## config.mk

```make
export PLATFORM = sky130hd
export DESIGN_NAME = dual_input_debouncer
export DESIGN_NICKNAME = d
export VERILOG_FILES = /design/src/rtl/dual_input_debouncer.sv
export SDC_FILE = /design/constraint.sdc
export NUM_CORES = 1
export LEC_CHECK = 0
export ABC_CLOCK_PERIOD_IN_PS = 1800
export CAP_MARGIN = 10
export CORE_ASPECT_RATIO = 0.9
export CORE_UTILIZATION = 45
export CTS_CLUSTER_DIAMETER = 120
export CTS_CLUSTER_SIZE = 40
export DETAILED_ROUTE_END_ITERATION = 7
export PLACE_DENSITY = 0.63
export SYNTH_ARGS = -nofsm -noshare
export SYNTH_HDL_FRONTEND = slang
export SYNTH_SLANG_ARGS = --single-unit
```

## constraint.sdc

```tcl
create_clock -name clk -period 1.8 [get_ports clk]
set_input_delay 0.36 -clock clk [delete_from_list [all_inputs] [get_ports clk]]
set_output_delay 0.36 -clock clk [all_outputs]
set_load 0.03 [all_outputs]
```

## src/rtl/dual_input_debouncer.sv

```systemverilog
// Two-channel switch/button debouncer feeding a 2-input gate block.
// Each channel: 2-flop synchroniser followed by a 4-state debounce FSM
// with a restartable stability counter. Channels are independent lanes.
// Optional feature macro: DEBOUNCE_EDGE_PULSE_EN adds registered a_rise/b_rise
// one-cycle pulses on each clean 0->1 transition.

module debounce_lane #(
  parameter int DEBOUNCE_CNT = 50000,
  parameter int CNT_W        = 16
) (
  input  logic clk,
  input  logic rst,
  input  logic raw,
`ifdef DEBOUNCE_EDGE_PULSE_EN
  output logic rise,
`endif
  output logic clean
);

  typedef enum logic [1:0] {LOW, RISE_WAIT, HIGH, FALL_WAIT} state_t;

  localparam logic [CNT_W-1:0] CNT_LAST = CNT_W'(DEBOUNCE_CNT - 1);

  logic             s1, s2;
  state_t           state;
  logic [CNT_W-1:0] cnt;

  // Two-flop synchroniser; only s2 is allowed into the FSM.
  always_ff @(posedge clk) begin
    if (rst) begin
      s1 <= 1'b0;
      s2 <= 1'b0;
    end else begin
      s1 <= raw;
      s2 <= s1;
    end
  end

  // Debounce FSM: any disagreement during a WAIT state drops back and
  // zeroes the count, so only an uninterrupted run commits a level change.
  always_ff @(posedge clk) begin
    if (rst) begin
      state <= LOW;
      cnt   <= '0;
      clean <= 1'b0;
`ifdef DEBOUNCE_EDGE_PULSE_EN
      rise  <= 1'b0;
`endif
    end else begin
`ifdef DEBOUNCE_EDGE_PULSE_EN
      rise <= 1'b0;
`endif
      case (state)
        LOW: begin
          cnt <= '0;
          if (s2) state <= RISE_WAIT;
        end
        RISE_WAIT: begin
          if (!s2) begin
            state <= LOW;
            cnt   <= '0;
          end else if (cnt == CNT_LAST) begin
            state <= HIGH;
            cnt   <= '0;
            clean <= 1'b1;
`ifdef DEBOUNCE_EDGE_PULSE_EN
            rise  <= 1'b1;
`endif
          end else begin
            cnt <= cnt + 1'b1;
          end
        end
        HIGH: begin
          cnt <= '0;
          if (!s2) state <= FALL_WAIT;
        end
        FALL_WAIT: begin
          if (s2) begin
            state <= HIGH;
            cnt   <= '0;
          end else if (cnt == CNT_LAST) begin
            state <= LOW;
            cnt   <= '0;
            clean <= 1'b0;
          end else begin
            cnt <= cnt + 1'b1;
          end
        end
        default: begin
          state <= LOW;
          cnt   <= '0;
          clean <= 1'b0;
        end
      endcase
    end
  end

endmodule

module dual_input_debouncer #(
  parameter int DEBOUNCE_CNT = 50000,
  parameter int CNT_W        = 16
) (
  input  logic clk,
  input  logic rst,
  input  logic a_raw,
  input  logic b_raw,
`ifdef DEBOUNCE_EDGE_PULSE_EN
  output logic a_rise,
  output logic b_rise,
`endif
  output logic a_clean,
  output logic b_clean
);

  localparam int NUM_LANES = 2;

  logic [NUM_LANES-1:0] raw_vec;
  logic [NUM_LANES-1:0] clean_vec;
`ifdef DEBOUNCE_EDGE_PULSE_EN
  logic [NUM_LANES-1:0] rise_vec;
`endif

  assign raw_vec = {b_raw, a_raw};

  for (genvar i = 0; i < NUM_LANES; i++) begin : g_lane
    debounce_lane #(
      .DEBOUNCE_CNT (DEBOUNCE_CNT),
      .CNT_W        (CNT_W)
    ) u_lane (
      .clk   (clk),
      .rst   (rst),
      .raw   (raw_vec[i]),
`ifdef DEBOUNCE_EDGE_PULSE_EN
      .rise  (rise_vec[i]),
`endif
      .clean (clean_vec[i])
    );
  end

  assign a_clean = clean_vec[0];
  assign b_clean = clean_vec[1];
`ifdef DEBOUNCE_EDGE_PULSE_EN
  assign a_rise  = rise_vec[0];
  assign b_rise  = rise_vec[1];
`endif

endmodule
```

==> results by group, run 1 <==
Final layout
  – Fraction of final layout cells sized beyond drive strength 1: 0.1549
  – Number of diodes: 0
  – Synth-to-layout area growth: 21.02%
  – Number of fill cells in the layout: 313
  – Non-Filler Instances: 272
  – # nets final: about 230

Route
  – Wire length per cell after detailed routing: between 10 and 15 microns
  – Detailed-route via count: around 1400
  – Sum of routed wire length over all layers: 3356 microns
  – First-pass iteration count of the detailed router: 4
  – Number of vias per cell: 5.188
  – DRC violation count after routing: 0
  – Number of violations reported at the end of detailed-routing iteration 0: 70
  – Remaining number of nets flagged by the antenna check after routing: 0

Global route
  – Layer carrying the most global-route usage: met2
  – Met3 capacity usage during global routing: 0.03832
  – Met1 GRT Util: 0.2424
  – Total overflow reported by the global router: 0
  – Global-route wire length before repair: 5692 microns
  – Met2 global-route usage: 0.2927
  – Number of global-route vias before repair: 1304
  – Number of antenna violations at the first check in global routing: 0
  – Largest net degree at the start of global routing: 13
  – Total routing usage reported by global routing: 0.1863

Clock network
  – Clock net sink count: 42
  – Clock tree from TritonCTS: done
  – Clock tree root driver cell: sky130_fd_sc_hd__clkbuf_8
  – Total clock buffers created by CTS: 5
  – Clock-pin slew on the worst setup and hold paths: 0.07 ns
  – Later-pin clock latency in the skew report: 0.29 ns
  – Largest buffer count on any clock path: 2
  – H-tree Lvls: 2
  – Number of buffers added to fix hold violations after cts: 0

Setup path
  – Reg2reg start: g_lane[1].u_lane.cnt[4]
  – FF-to-FF path depth: 4
  – Buf+Inv Stages, Crit Path: 0
  – Critical-path cell with the highest stage delay: sky130_fd_sc_hd__or4_4
  – Crit path depth: 4
  – Setup Crit Path Kind: reg2reg
  – Crit path arrival time: 1.94 ns
  – Critical path required time: 1.98 ns
  – Type of element launching the critical path: flop
  – Reg-to-reg setup timing slack: 0.04 ns
  – Top cell family by delay on the critical path: simple AND/OR/NAND/NOR gates
  – Max FO, Critical Path: 8
  – Reg2Reg Capture Point: g_lane[1].u_lane.cnt[12]
  – Crit. End Element: flop
  – End point of the critical path: g_lane[1].u_lane.cnt[12]
  – CP peak stage delay: 0.59 ns
  – Cells traversed along the worst timing path: or4b_4 > or4_4 > nand3_4 > nor2_1
  – Crit path launch: g_lane[1].u_lane.cnt[4]

Timing
  – Setup Skew: around 0.0046 ns
  – Worst-Margin Slew: about 0.46 ns
  – Max_slew headroom: 0.6909
  – Number of pins with negative max-slew slack in the final report: 0
  – Fin. Hold Viols: 0
  – Final Cycle Share: 0.9789
  – RSZ-0062 raised after global routing: yes
  – Post-Route Hold Slack: 0.4502 ns
  – Final worst slack: 0.03791 ns
  – Post-layout min period: roughly 1.8 ns
  – Fmax: 567.5 MHz
  – Setup-failing EPs final: 0

Placement
  – Count of input and output buffers: 5
  – Final estimated routing congestion in global placement: around 0.74
  – # placed instances: 264
  – Worst setup slack after placement: -0.05421 ns
  – Post-DP HPWL: 2418 microns

Status
  – Run status: finished, final reports clean

Synthesis
  – Synth Register Bits: 42
  – Cell area after synthesis: roughly 1800 sq um
  – Seq/Total Area, Yosys: 0.4709
  – Async set-or-reset flop fraction in the synthesized netlist: 0
  – Number of distinct library cells after synthesis: 28
  – Number of cells produced by synthesis: 199
  – Avg Inst Size Synth: 8.972 sq um
  – Yosys warning total: 0
  – Mapped Nets: approximately 200
  – Primary FF master, synth: sky130_fd_sc_hd__dfxtp_1
  – Count of flip-flops with a built-in enable after synthesis: 0

Job
  – Max-cap check violation count: 0

Die
  – Chip Height: 61.76 microns
  – Area of the die: around 4200 sq um
  – Die width: 68.40 microns
  – Placeable core region: ~3800 sq um
  – Effective utilization at floorplan: 0.4752
  – Num rows: 21
  – Ports: 6

Hold path
  – Hold Path Origin: g_lane[1].u_lane.s1
  – Path type of the worst min-delay path: reg2reg

Pwr
  – Peak supply drop: about 0.00043 V
  – Power density over cell area: just over 800 nW/um^2
  – Leakage power: 0.6534 nW
[worst reg2reg max path: stages (launching register included)]
cell                      delay (ns)
sky130_fd_sc_hd__dfxtp_1        0.32
sky130_fd_sc_hd__or4b_4         0.53
sky130_fd_sc_hd__or4_4          0.59
sky130_fd_sc_hd__nand3_4        0.14
sky130_fd_sc_hd__nor2_1         0.07
[sequential cells by signal, summed over array words and instances, names as in the netlist, named ones only]
signal / flops
g_lane.u_lane.s2: 2
g_lane.u_lane.state: 2
g_lane.u_lane.cnt: 32
g_lane.u_lane.clean: 2
g_lane.u_lane.s1: 2
[layout make-up]
| cell class | count | area [sq um] | share of cell area |
|---|---|---|---|
| clock buffers | 6 | 82.58 | 0.03822 |
| repair buffers | 22 | 181.4 | 0.08396 |
| multi-input cells | 145 | 929.6 | 0.4302 |
| inverters | 10 | 37.54 | 0.01737 |
| well taps | 46 | 57.56 | 0.02664 |
| clock inverters | 1 | 30.03 | 0.01390 |
| flip-flops and latches | 42 | 842.1 | 0.3897 |
[cells in the mapped netlist, drive strengths merged (2+ instances only)]
master	number	area [sq um]
or4b	2	20.02
nand4b	2	17.52
nand2	7	26.28
nand3	13	70.07
a31oi	2	12.51
xnor2	25	219.0
nor3	10	50.05
or4	3	22.52
dfxtp	42	840.8
xor2	4	35.03
and3	2	12.51
o21ai	2	10.01
nand4	9	56.30
nor2	40	150.1
ha	2	25.02
buf	2	18.77
inv	10	37.54
nand2b	2	12.51
nor4	10	75.07
mux2i	2	20.02
nor2b	4	25.02
[report_power, final]
part | total, mW | leakage (nW) | internal [mW] | switching (mW)
registers | 0.945 | 0.340 | 0.938 | 0.00722
clock network | 0.748 | 0.0573 | 0.444 | 0.305
logic | 0.0452 | 0.256 | 0.0228 | 0.0223
total | 1.74 | 0.653 | 1.40 | 0.334
[metal layers]
metal  routed length [microns]  part of all wire
met1                      1664              0.50
met2                      1502              0.45
met3                       112             0.033
met4                        76             0.023
met5                         0                 0
[how the worst min path moves through the flow]
stage	to	slack (ns)	depth (start not counted)
floorplan	g_lane[0].u_lane.s2	0.41	1
global placement	g_lane[1].u_lane.s2	0.43	1
detailed placement	g_lane[1].u_lane.s2	0.44	1
CTS	g_lane[1].u_lane.s2	0.45	1
global route	g_lane[0].u_lane.s2	0.47	1
finish	g_lane[1].u_lane.s2	0.45	1
[through the flow]
| stage | cell area [sq um] | util | TNS (ns) | total power [mW] |
|---|---|---|---|---|
| after CTS | 2148 | 0.5718 | 0 | 1.754 |
| final | 2161 | 0.5751 | 0 | 1.739 |
| after global routing | 2161 | 0.5751 | -0.0006193 | 1.805 |
| after floorplan | 1794 | - | 0 | 0.9881 |
| after global placement | 2007 | 0.5341 | 0 | 1.009 |
| after detailed placement | 2007 | 0.5341 | -0.6252 | 1.011 |
[cells by family after synthesis]
logic type,Yosys count,synth area share
compound gates,6,0.02032
fa+ha+maj,2,0.01401
flops,42,0.4709
buf+inv,13,0.03364
mux,2,0.01121
simple gates,105,0.3076
xor+xnor,29,0.1423
[cells in the final DEF (no fill, tap or decap), drive strengths merged, types with 2 or more instances in the layout]
master,count
dfxtp,42
nor2,40
xnor2,25
buf,17
nand3,14
inv,10
nor3,10
nor4,10
nand4,9
nand2,7
clkbuf,6
clkdlybuf4s50,5
nor2b,4
xor2,4
or4,3
or4b,2
nand4b,2
and3,2
o21ai,2
nand2b,2
a31oi,2
mux2i,2
ha,2
[timing repair]
| action | 4_1_cts | 5_1_grt |
|---|---|---|
| setup endpoints to repair | 15 | 16 |
| gates cloned | 1 | 0 |
| resized for setup | 3 | 3 |
| setup buffers | 0 | 0 |
| hold endpoints to repair | 0 | 0 |
Power figures use the tool's default switching activity.
==> run 2, diff against run 1 <==
CORE_MARGIN = 3   (was default)
==> run 2 against run 1 <==
Maximum frequency rose by 0.90%; clock skew fell by 0.00067 ns; cell count rose by 0.74%; register-to-register slack improved by 0.02 ns; utilization fell by 0.37 points; clock power fell by 19%; worst setup slack improved by 0.016 ns; global-route usage fell by 2.6 points; first-iteration DRC count fell by 13%; largest cell class unchanged; largest power group unchanged.
==> results by group, run 2 (same netlist as run 1, synthesis figures left out) <==
Timing
  – Fmax: 572.6 MHz
  – Setup-failing EPs final: 0
  – RSZ-0062 raised after global routing: no
  – Setup Skew: 0.003976 ns
  – Fin. Hold Viols: 0
  – Final worst slack: 0.05356 ns
  – Max_slew headroom: 0.6841
  – Worst-Margin Slew: 0.4722 ns
  – Post-layout min period: 1.746 ns
  – Number of pins with negative max-slew slack in the final report: 0
  – Final Cycle Share: 0.9702
  – Post-Route Setup TNS: 0 ns

Setup path
  – Crit path arrival time: 1.93 ns
  – CP peak stage delay: 0.59 ns
  – Reg-to-reg setup timing slack: roughly 0.054 ns
  – Max FO, Critical Path: 8
  – Top cell family by delay on the critical path: simple AND/OR/NAND/NOR gates
  – FF-to-FF path depth: 4
  – Type of element launching the critical path: flop
  – Reg2reg start: g_lane[1].u_lane.cnt[4]
  – Setup Crit Path Kind: reg2reg
  – Crit. End Element: flop
  – Critical-path cell with the highest stage delay: sky130_fd_sc_hd__or4_4
  – Buf+Inv Stages, Crit Path: 0
  – End point of the critical path: g_lane[1].u_lane.cnt[5]
  – Reg2Reg Capture Point: g_lane[1].u_lane.cnt[5]
  – Cells traversed along the worst timing path: or4b_4 > or4_4 > nand3_4 > nor2_1
  – Crit path launch: g_lane[1].u_lane.cnt[4]
  – Critical path required time: between 1.5 and 2 ns
  – Crit path depth: 4

Global route
  – Total routing usage reported by global routing: 0.1602
  – Total overflow reported by the global router: 0
  – Number of global-route vias before repair: ~1400
  – Largest net degree at the start of global routing: 16
  – Global-route wire length before repair: 5927 microns
  – Number of antenna violations at the first check in global routing: 0

Pwr
  – Register share of total power: 0.592
  – Clock power frac: 0.379
  – Net switching component of the power: 0.3263 mW
  – Peak supply drop: 0.0003534 V
  – Internal power contribution: about 1.3 mW
  – Leakage power: roughly 0.65 nW
  – Power density over cell area: 743.6 nW/um^2
  – Switching fraction of total power: 0.2044
  – Combinational cell fraction of total power: 0.028

Die
  – Ports: 6
  – Area of the die: about 4800 sq um
  – Effective utilization at floorplan: 0.4752
  – Chip Height: around 66 microns
  – Die width: 72.40 microns
  – Num rows: 21
  – Placeable core region: 3757 sq um

Final layout
  – Final core utilization: 0.5714
  – Synth-to-layout area growth: 20.25%
  – Fraction of final layout cells sized beyond drive strength 1: 0.1579
  – Number of diodes: 0
  – # nets final: 233
  – Most frequent standard cell in the layout excluding fill and tap cells: sky130_fd_sc_hd__dfxtp_1
  – Number of fill cells in the layout: ~330
  – Layout Cell Area excl Fill: 2147 sq um
  – Max FFs per register: 32
  – Non-Filler Instances: 274
  – Commonest cells after routing, fill and taps aside: 41 x sky130_fd_sc_hd__dfxtp_1, 40 x sky130_fd_sc_hd__nor2_1, 25 x sky130_fd_sc_hd__xnor2_1, 17 x sky130_fd_sc_hd__buf_4, 11 x sky130_fd_sc_hd__nand3_1
  – Most flop-heavy register: g_lane.u_lane.cnt

Route
  – DRC violation count after routing: 0
  – Number of violations reported at the end of detailed-routing iteration 0: 61
  – Number of vias per cell: 5.263
  – Detailed-route via count: 1442
  – Remaining number of nets flagged by the antenna check after routing: 0
  – Sum of routed wire length over all layers: 3485 microns
  – First-pass iteration count of the detailed router: 4
  – Wire length per cell after detailed routing: 12.72 microns

Job
  – Max-cap check violation count: 0

Status
  – Run status: finished, final reports clean

Clock network
  – Clock net sink count: 42
  – Clock tree root driver cell: sky130_fd_sc_hd__clkbuf_8
  – Later-pin clock latency in the skew report: 0.29 ns
  – Clock tree from TritonCTS: done
  – Largest buffer count on any clock path: 2
  – Total clock buffers created by CTS: 5
  – Clock-pin slew on the worst setup and hold paths: 0.07 ns
  – H-tree Lvls: 2

Placement
  – Post-DP HPWL: approximately 2500 microns
  – Worst setup slack after placement: -0.03377 ns
  – Final estimated routing congestion in global placement: between 0.8 and 0.9
  – # placed instances: 265
  – Total placed instance area: about 2000 sq um
  – Count of input and output buffers: 5

Hold path
  – Path type of the worst min-delay path: reg2reg
run 2: cell types whose count changed in the layout (fill, tap and decap cells not counted):
cell / before / now
sky130_fd_sc_hd__clkinv_2: 0 / 1
sky130_fd_sc_hd__bufinv_16: 1 / 0
sky130_fd_sc_hd__clkbuf_1: 0 / 1
sky130_fd_sc_hd__buf_4: 16 / 17
run 2: final cells by class:
class / count / area, sq um / area share
inverter: 10 / 37.54 / 0.01748
clock buffer: 7 / 86.33 / 0.04021
sequential: 42 / 842.1 / 0.3922
timing repair buffer: 23 / 188.9 / 0.08800
tap: 46 / 57.56 / 0.02681
multi-input combinational: 145 / 929.6 / 0.4330
clock inverter: 1 / 5.005 / 0.002331
run 2: per-stage QoR:
| stage | hold WS, ns | power, mW |
|---|---|---|
| 6_report | 0.4566 | 1.597 |
| 3_3_place_gp | 0.4301 | 1.009 |
| 4_1_cts | 0.4615 | 1.615 |
| 3_5_place_dp | 0.4394 | 1.011 |
| 2_1_floorplan | 0.4138 | 0.9881 |
| 5_1_grt | 0.4700 | 1.659 |
run 2: worst min path at each step:
stage,start,to,slack [ns],depth (start not counted)
2_1_floorplan,g_lane[0].u_lane.s1,g_lane[0].u_lane.s2,0.41,1
3_3_place_gp,g_lane[1].u_lane.s1,g_lane[1].u_lane.s2,0.43,1
3_5_place_dp,g_lane[0].u_lane.s1,g_lane[0].u_lane.s2,0.44,1
4_1_cts,g_lane[1].u_lane.s1,g_lane[1].u_lane.s2,0.46,1
5_1_grt,g_lane[1].u_lane.cnt[0],g_lane[1].u_lane.cnt[0],0.47,1
6_report,g_lane[1].u_lane.s1,g_lane[1].u_lane.s2,0.46,1
run 2: worst reg2reg max path, stage by stage (launching register included):
cell and delay (ns):
sky130_fd_sc_hd__dfxtp_1 0.31, sky130_fd_sc_hd__or4b_4 0.53, sky130_fd_sc_hd__or4_4 0.59, sky130_fd_sc_hd__nand3_4 0.14, sky130_fd_sc_hd__nor2_1 0.07
run 2: timing repair:
item,in CTS,in global routing
cloned,0,1
hold buffers,0,0
setup endpoints to repair,15,30
setup buffers,0,0
gates resized for setup,1,5
run 2: power groups by stage:
| stage | Combinational (mW) | Clock [mW] | Sequential, mW |
|---|---|---|---|
| 3_5_place_dp | 0.0444 | 0 | 0.967 |
| 5_1_grt | 0.0504 | 0.662 | 0.947 |
| 2_1_floorplan | 0.0147 | 0 | 0.973 |
| 4_1_cts | 0.0451 | 0.625 | 0.945 |
| 3_3_place_gp | 0.0428 | 0 | 0.966 |
| 6_report | 0.0454 | 0.605 | 0.946 |
run 2: per-layer routing:
metal  wire length [microns]  global-route usage  part of all wire  up-vias
met5                       0                   0                 0        -
met4                      41             0.06682             0.012        0
met3                     124             0.04893             0.036        7
met2                    1656              0.2648              0.48       16
met1                    1662              0.1925              0.48      677
li1                        -                   -                 -      742
